### config.mk
export PLATFORM = sky130hd
export DESIGN_NAME = cache_port_arbiter
export DESIGN_NICKNAME = d
export VERILOG_FILES = /design/src/rtl/cache_port_arbiter_pkg.sv /design/src/rtl/cache_port_arbiter_rr_grant2.sv /design/src/rtl/cache_port_arbiter.sv
export SDC_FILE = /design/constraint.sdc
export NUM_CORES = 1
export LEC_CHECK = 0
export BUFFER_PORTS_ARGS = -buffer_cell sky130_fd_sc_hd__buf_2
export CAP_MARGIN = 20
export CORE_AREA = 5 5 117 108
export DETAILED_ROUTE_END_ITERATION = 8
export DIE_AREA = 0 0 122 113
export PLACE_DENSITY_LB_ADDON = 0.08
export SETUP_SLACK_MARGIN = 0.4
export SLEW_MARGIN = 10
export SYNTH_ARGS = -nofsm -noshare
export SYNTH_HDL_FRONTEND = slang
export SYNTH_SLANG_ARGS = --single-unit
### constraint.sdc
create_clock -name sys_clk -period 6.05 [get_ports sys_clk]
set_clock_uncertainty 0.2 [all_clocks]
set_input_delay 1.21 -clock sys_clk [delete_from_list [all_inputs] [get_ports sys_clk]]
set_output_delay 1.21 -clock sys_clk [all_outputs]
set_load 0.05 [all_outputs]
### src/rtl/cache_port_arbiter_pkg.sv
// ----------------------------------------------------------------------------
// cache_port_arbiter_pkg
// Shared L1-cache CPU-port types and arbiter state encoding.
//   cpu_req_type    : {addr, data, rw, valid} request into the cache
//   cpu_result_type : {data, ready} result from the cache
//   arb_state_t     : arbiter FSM states IDLE / BUSY / RESP
// ----------------------------------------------------------------------------
package cache_port_arbiter_pkg;

    localparam int ADDR_W = 27;
    localparam int DATA_W = 32;

    typedef struct packed {
        logic [ADDR_W-1:0] addr;
        logic [DATA_W-1:0] data;
        logic              rw;
        logic              valid;
    } cpu_req_type;

    typedef struct packed {
        logic [DATA_W-1:0] data;
        logic              ready;
    } cpu_result_type;

    typedef enum logic [1:0] {
        IDLE = 2'd0,
        BUSY = 2'd1,
        RESP = 2'd2
    } arb_state_t;

endpackage

### src/rtl/cache_port_arbiter_rr_grant2.sv
// ----------------------------------------------------------------------------
// rr_grant2
// Combinational two-way winner selection.
//   req[1:0]  : request lines; index 1 is the priority side in fixed mode
//   last_gnt  : index granted most recently (round-robin pointer)
//   gnt[1:0]  : one-hot grant, zero when nothing requests
// FIXED_PRIO = 1 makes req[1] win whenever it is high; FIXED_PRIO = 0 gives a
// tie to the index that was not granted last.
// ----------------------------------------------------------------------------
module rr_grant2 #(
    parameter int FIXED_PRIO = 0
) (
    input  logic [1:0] req,
    input  logic       last_gnt,
    output logic [1:0] gnt
);

    always_comb begin
        gnt = 2'b00;
        if (FIXED_PRIO != 0) begin
            gnt[1] = req[1];
            gnt[0] = req[0] & ~req[1];
        end else if (req == 2'b11) begin
            gnt = last_gnt ? 2'b01 : 2'b10;
        end else begin
            gnt = req;
        end
    end

endmodule

### src/rtl/cache_port_arbiter.sv
// ----------------------------------------------------------------------------
// cache_port_arbiter
// Shares the single CPU-side port of the L1 cache between instruction fetch
// (IF, read-only) and the load/store unit (LS, read/write). One transaction is
// outstanding at a time; the request is held stable until the cache reports
// ready, and the result comes back to the owner as a one-cycle pulse.
//
// Ports
//   sys_clk, rst_n               clock, asynchronous active-low reset
//   if_req_valid/addr/ready      IF request handshake
//   if_rsp_valid/data            IF response pulse and held read data
//   ls_req_valid/addr/wdata/rw   LS request (rw = 1 write)
//   ls_req_ready                 LS request accepted this cycle
//   ls_rsp_valid/data            LS response pulse and held read data
//   cache_req / cache_res        cache CPU port
//   arb_err                      sticky watchdog error
//
// Optional feature: define CACHE_ARB_WATCHDOG_EN to build a 16-bit BUSY-cycle
// watchdog that sets arb_err at TIMEOUT_CYCLES; otherwise arb_err is tied 0.
// ADDR_W/DATA_W must match the package widths used by the cache structs.
// ----------------------------------------------------------------------------
module cache_port_arbiter #(
    parameter int ADDR_W         = cache_port_arbiter_pkg::ADDR_W,
    parameter int DATA_W         = cache_port_arbiter_pkg::DATA_W,
    parameter int FIXED_PRIO     = 0,
    parameter int TIMEOUT_CYCLES = 4096
) (
    input  logic                                   sys_clk,
    input  logic                                   rst_n,
    input  logic                                   if_req_valid,
    input  logic [ADDR_W-1:0]                      if_req_addr,
    output logic                                   if_req_ready,
    output logic                                   if_rsp_valid,
    output logic [DATA_W-1:0]                      if_rsp_data,
    input  logic                                   ls_req_valid,
    input  logic [ADDR_W-1:0]                      ls_req_addr,
    input  logic [DATA_W-1:0]                      ls_req_wdata,
    input  logic                                   ls_req_rw,
    output logic                                   ls_req_ready,
    output logic                                   ls_rsp_valid,
    output logic [DATA_W-1:0]                      ls_rsp_data,
    output cache_port_arbiter_pkg::cpu_req_type    cache_req,
    input  cache_port_arbiter_pkg::cpu_result_type cache_res,
    output logic                                   arb_err
);

    import cache_port_arbiter_pkg::*;

    arb_state_t        state_q, state_nxt;
    logic [1:0]        req_vec;
    logic [1:0]        gnt;
    logic              accept;
    logic              last_gnt_q;     // 1 = LS was granted last
    logic              owner_ls_q;
    logic [ADDR_W-1:0] addr_q;
    logic [DATA_W-1:0] data_q;
    logic              rw_q;
    logic [DATA_W-1:0] if_data_q;
    logic [DATA_W-1:0] ls_data_q;

    // Requests are masked during reset so both ready outputs read 0 then.
    assign req_vec = {ls_req_valid, if_req_valid} & {2{rst_n}};

    rr_grant2 #(
        .FIXED_PRIO (FIXED_PRIO)
    ) u_grant (
        .req      (req_vec),
        .last_gnt (last_gnt_q),
        .gnt      (gnt)
    );

    always_ff @(posedge sys_clk or negedge rst_n) begin
        if (!rst_n) begin
            state_q    <= IDLE;
            last_gnt_q <= 1'b0;
            owner_ls_q <= 1'b0;
        end else begin
            state_q <= state_nxt;
            if (accept) begin
                last_gnt_q <= gnt[1];
                owner_ls_q <= gnt[1];
            end
        end
    end

    always_comb begin
        state_nxt    = state_q;
        accept       = 1'b0;
        if_req_ready = 1'b0;
        ls_req_ready = 1'b0;
        cache_req    = '0;
        case (state_q)
            IDLE: begin
                if_req_ready = gnt[0];
                ls_req_ready = gnt[1];
                if (gnt != 2'b00) begin
                    accept    = 1'b1;
                    state_nxt = BUSY;
                end
            end
            BUSY: begin
                cache_req.valid = 1'b1;
                cache_req.addr  = addr_q;
                cache_req.data  = data_q;
                cache_req.rw    = rw_q;
                if (cache_res.ready) begin
                    state_nxt = RESP;
                end
            end
            RESP: begin
                state_nxt = IDLE;
            end
            default: begin
                state_nxt = IDLE;
            end
        endcase
    end

    // Request latch: IF is always a read carrying zero data.
    always_ff @(posedge sys_clk) begin
        if (accept) begin
            if (gnt[1]) begin
                addr_q <= ls_req_addr;
                data_q <= ls_req_wdata;
                rw_q   <= ls_req_rw;
            end else begin
                addr_q <= if_req_addr;
                data_q <= '0;
                rw_q   <= 1'b0;
            end
        end
    end

    // Result latch: one register per requester so each holds its own last value.
    always_ff @(posedge sys_clk or negedge rst_n) begin
        if (!rst_n) begin
            if_data_q <= '0;
            ls_data_q <= '0;
        end else if (state_q == BUSY && cache_res.ready) begin
            if (owner_ls_q) begin
                ls_data_q <= cache_res.data;
            end else begin
                if_data_q <= cache_res.data;
            end
        end
    end

    assign if_rsp_valid = (state_q == RESP) && !owner_ls_q;
    assign ls_rsp_valid = (state_q == RESP) &&  owner_ls_q;
    assign if_rsp_data  = if_data_q;
    assign ls_rsp_data  = ls_data_q;

`ifdef CACHE_ARB_WATCHDOG_EN
    localparam int          WDOG_W     = 16;
    localparam [WDOG_W-1:0] WDOG_LIMIT = WDOG_W'(TIMEOUT_CYCLES);

    logic [WDOG_W-1:0] wdog_cnt_q;
    logic [WDOG_W-1:0] wdog_cnt_inc;
    logic              arb_err_q;

    assign wdog_cnt_inc = wdog_cnt_q + 1'b1;

    // Counter saturates at all-ones; the error flag fires on the edge the
    // count reaches the limit and stays until reset. No abort is attempted.
    always_ff @(posedge sys_clk or negedge rst_n) begin
        if (!rst_n) begin
            wdog_cnt_q <= '0;
            arb_err_q  <= 1'b0;
        end else begin
            if (accept) begin
                wdog_cnt_q <= '0;
            end else if (state_q == BUSY && wdog_cnt_q != '1) begin
                wdog_cnt_q <= wdog_cnt_inc;
                if (wdog_cnt_inc == WDOG_LIMIT) begin
                    arb_err_q <= 1'b1;
                end
            end
        end
    end

    assign arb_err = arb_err_q;
`else
    localparam int unused_timeout = TIMEOUT_CYCLES;
    assign arb_err = 1'b0;
`endif

endmodule

# After elaboration in Yosys (flattened, before gate mapping)
# Index checks and enable logic that the tools add are counted.
# Widths: inputs -> output; s select.
[word_totals]
elab_cells = 34
input_bits = 124
regBits = 127
[op_classes]
mux = 11
n_eq_ne = 5
reduce_logical = 9
bitwise_logic = 2
[ops]
columns = ["op", "count"]
rows = [
  ["$mux 61", 1],
  ["$mux 27", 1],
  ["$mux 2", 4],
  ["$reduce_and 2->1", 3],
  ["$eq 2x2->1 const B", 2],
  ["$mux 1", 4],
  ["$ne 2x2->1 const B", 2],
  ["$pmux 2 s2", 1],
  ["$logic_and 1x1->1", 3],
  ["$and 2x2->2", 1],
  ["$eq 2x1->1 const B", 1],
  ["$logic_not 2->1", 1],
  ["$reduce_bool 2->1", 1],
  ["$logic_not 1->1", 1],
  ["$not 1->1", 1],
]

# Logic depth before layout (Yosys ltp)
[logic_depth]
ltp_word = 6
mapped_depth = 6

# Cells and area by module
# Synthesis repeated with hierarchy kept, for this count alone.
[hier_totals]
hier_cells = 353
hier_area_um2 = 5516.5
[by_module_without_submodules]
columns = ["mod", "instances", "area_each_um2", "seq_area_each_um2", "cells_each"]
rows = [
  ["cache_port_arbiter", 1, 5497.8, 3478.3, 350],
  ["rr_grant2", 1, 18.8, 0.0, 3],
]

# Worst setup path before layout
# Ideal clock, no wire load.
[synth_timing]
path_type = "input port to output port"
start = "input rst_n"
end = "output ls_req_ready"
t_arrival_ps = 2859
stages = 4
n_path_buf = 1
slack_ps = 1781
required_ps = 4640
path_cell_list = "nand2_1 a21oi_2 buf_2 nor3b_1"
[synth_via]
elab_chain_len = 4
[synth_lines]
columns = ["item", "line", "source"]
rows = [
  ["from (decl)", "cache_port_arbiter.sv:29", "input logic rst_n,"],
  ["$and 2x2->2 (*)", "cache_port_arbiter.sv:62", "assign req_vec = {ls_req_valid, if_req_valid} & {2{rst_n}};"],
  ["$eq 2x2->1", "cache_port_arbiter_rr_grant2.sv:23", "end else if (req == 2'b11) begin"],
  ["$mux 2 (*)", "cache_port_arbiter_rr_grant2.sv:23", ""],
  ["$mux 1 (*)", "cache_port_arbiter.sv:92", "case (state_q)"],
  ["to (decl)", "cache_port_arbiter.sv:39", "output logic ls_req_ready,"],
]
# Mark *: on every way between the ends. The rest lies on a longest branch, timed or not.

# Worst setup path after layout
[layout_timing]
start = "input rst_n"
end = "output if_req_ready"
[layout_via]
elab_chain_len = 4
[layout_lines]
columns = ["item", "line", "source"]
rows = [
  ["$and 2x2->2 (*)", "cache_port_arbiter.sv:62", ""],
  ["$eq 2x2->1", "cache_port_arbiter_rr_grant2.sv:23", ""],
  ["$mux 2 (*)", "cache_port_arbiter_rr_grant2.sv:23", ""],
  ["$mux 1 (*)", "cache_port_arbiter.sv:92", ""],
  ["to (decl)", "cache_port_arbiter.sv:32", "output logic if_req_ready,"],
]
# Marks and branches as above.

==> results.md <==
- Most frequent cell after synthesis: and2_1
- Slew @ Worst Pin: about 1.1 ns
- CP cell instances: buf_2, nor3b_1, and3_1, buf_2
- Power Density: 534 nW/um^2
- Synth Area per Inst: 15.6 um^2
- DIE AREA: about 14000 um^2
- Final setup fails: 0
- Final net count: 730
- RSZ-0062 raised after global routing: false
- Area contributors post-synth: edfxtp_1, dfrtp_1, mux2_2
- Reg2Reg Depth: 3
- Overflow after GRT: 0
- Synth Area in Simple Gates: 12.1%
- DR DRC count: 0
- YS warnings: 0
- DP Wirelength: ~9100 um
- Hold_buf cts: 0
- Fmax: between 200 and 300 MHz
- Synth Cell Area: roughly 5500 um^2
- Yosys top cell by area: edfxtp_1
- CTS tree: done
- Site row count: 37
- Comb pwr share: ~44%
- Slowest-stage cell, CP: nor3b_1
- Share of the synthesized area in the top cell type: about a third
- Setup tns final: 0 ns
- Area delta synth->final: 34.9%
- CP Capture Type: output pin
- Hold crit path type: reg2reg
- Largest family of logic cells by synthesized area: multiplexers
- Clock sink count: roughly 130
- Clock Tree Buf Depth: 2
- Number of diodes: 0
- Pin count of the biggest net entering global routing: 65
- Tot GR Track Use: a little under a fifth
- H-tree depth: 4
- Port-buffer cells: ~250
- Fill cell count: 861
- Initial antenna violation count: 0
- Number of synthesized flops with an enable pin: 60
- DIE HEIGHT: ~110 um
- Period Utilization, post-route: 60.1%
- Max-slew violations: 0
- Post-route setup slack: ~2.4 ns
- Initial core utilization: around half
- Post-CTS sizing: 0
- CP max stage delay: roughly 0.37 ns
- Worst path bufs/invs: 2
- Status: completed
- Switch share: 43.1%
- Worst hold path stage count: 1
- Root Driver: clkbuf_16
- Adder-cell share of the synthesized area: 0%
- Internal power: between 2000 and 2500 uW
- Num CTS Buffers: 17
- Worst-skew pair later-pin latency: ~0.42 ns
- Sequential power share: around 33%
- Async SR Flop Fraction: roughly 53%
- Worst VDD drop: around 0.0005 V
- #FFs+latches synth: between 100 and 150
- Vias in the first global route: approximately 3.8k
- Synthesized Nets: ~480
- Die X: around 120 um
- Psw: roughly 1700 uW
- Slew HR: between 20% and 30%
- Global-route wire length before repair: 19900 um
- Via/cell ratio: 4.74
- Unique cell type count in the Yosys netlist: 25
- IO Pins: around 250
- Drt total wl: between 10000 and 15000 um
- Post-synthesis mux area share: 20.9%
- Post-Synthesis Cells: between 300 and 400
- DRT Pass-1 Iters: 5
- GPL Wtd Cong: roughly 0.73
- DR iter-0 viols: between 200 and 250
- Layout cells sized above 1: between 60% and 70%
- Top delay family on crit path: simple AND/OR/NAND/NOR gates
- Routed len/inst: roughly 17 um
- Pre-CTS setup slack: 2.38 ns
- Antenna-violating nets left: 0
- Most frequent cells after synthesis: and2_1, dfrtp_1, edfxtp_1
- Post-synthesis compound-gate area fraction: less than 1%
- Clock power frac: between 20% and 30%
- Critical Path Fanout Max: 7
- Leak Pwr: about 0.0035 uW
- Clock transition at path regs: 0.05 ns
- Setup CP Type: in2out
- Arrival time worst endpoint: roughly 2.2 ns
- Req. time, crit path: 4.64 ns
- XOR/XNOR Fraction of Synth Area: 0%
- Hold Vio Cnt, Final: 0
- Max-cap check violation count: 0
- Sequential element share of the synthesized area: between 60% and 70%
- Worst hold margin: 0.284 ns
- Synth Flop Type: dfrtp_1
- CP startpoint kind: primary input
- Core area: around 11000 um^2
- Number of setup buffers added after CTS: 0
- Fin crit period: 3.64 ns
- Most used cell, CP: buf_2
- Crit path depth: 4
- DR vias: 3673
-- final cells by class --
class                   instances  area, um^2  share of cell area [%]
clock buffers                  27         523                    7.05
flip-flops and latches        127        3480                    46.9
clock inverters                 5        26.3                   0.354
repair buffers                257        1320                    17.9
multi-input cells             203        1870                    25.2
well taps                     156         195                    2.63
-- metal layers --
metal | GRT usage [%] | vias to the layer above | wire length, um
li1 | - | 1726 | -
met1 | 22.9 | 1760 | 5170
met2 | 30.4 | 164 | 6120
met3 | 8.50 | 23 | 1330
met4 | 7.62 | 0 | 247
met5 | 0 | - | 0
-- power groups by stage --
stage,combinational (uW),clock [uW],sequential (uW)
after floorplan,568,0,2070
after global placement,1720,0,1300
after detailed placement,1730,0,1310
after CTS,1740,952,1300
after global routing,1800,988,1330
final,1730,933,1300
-- placed cells by master (no fill, tap or decap), types with 2 or more instances in the layout --
| cell type | n |
|---|---|
| and2_1 | 94 |
| buf_12 | 2 |
| buf_2 | 252 |
| buf_4 | 3 |
| clkbuf_1 | 4 |
| clkbuf_16 | 17 |
| clkbuf_8 | 6 |
| clkinv_2 | 4 |
| dfrtp_1 | 67 |
| edfxtp_1 | 60 |
| mux2_1 | 6 |
| mux2_2 | 56 |
| mux2_4 | 30 |
| nor3b_1 | 3 |
-- flip-flops by register name, indices dropped and copies added, names as in the netlist --
register / count
addr_q: 27
rw_q: 1
state_q: 2
if_rsp_data: 32
data_q: 32
owner_ls_q: 1
ls_rsp_data: 32
-- per-stage QoR --
stage	std cells	instance area (um^2)	utilization, %	total power (uW)
global route	775	7410	65.9	4120
floorplan	352	5490	-	2630
CTS	773	7370	65.5	3990
finish	775	7410	65.9	3960
detailed placement	741	6820	60.7	3040
global placement	741	6820	60.7	3020
-- cells by family after synthesis --
family,Yosys count
muxes,92
DFF,127
and+or+nand+nor,105
buffers and inverters,22
other,1
AOI/OAI and AO/OA,5
-- worst register-to-register path: stages (launching register included) --
cell,delay (ns)
dfrtp_1,0.44
nor2b_4,0.32
and3b_2,0.96
mux2_2,0.44
-- worst paths after layout --
path	startpoint	end	slack, ns
max in group asynchronous	rst_n	if_rsp_data[0]	4.25
min in group asynchronous	rst_n	state_q[0]	0.40
hold reg to reg	ls_rsp_data[2]	ls_rsp_data[2]	0.28
setup reg to reg	state_q[0]	if_rsp_data[0]	3.57
setup / recovery	rst_n	if_req_ready	2.41
hold / removal	ls_rsp_data[2]	ls_rsp_data[2]	0.28
Power figures use the tool's default switching activity.
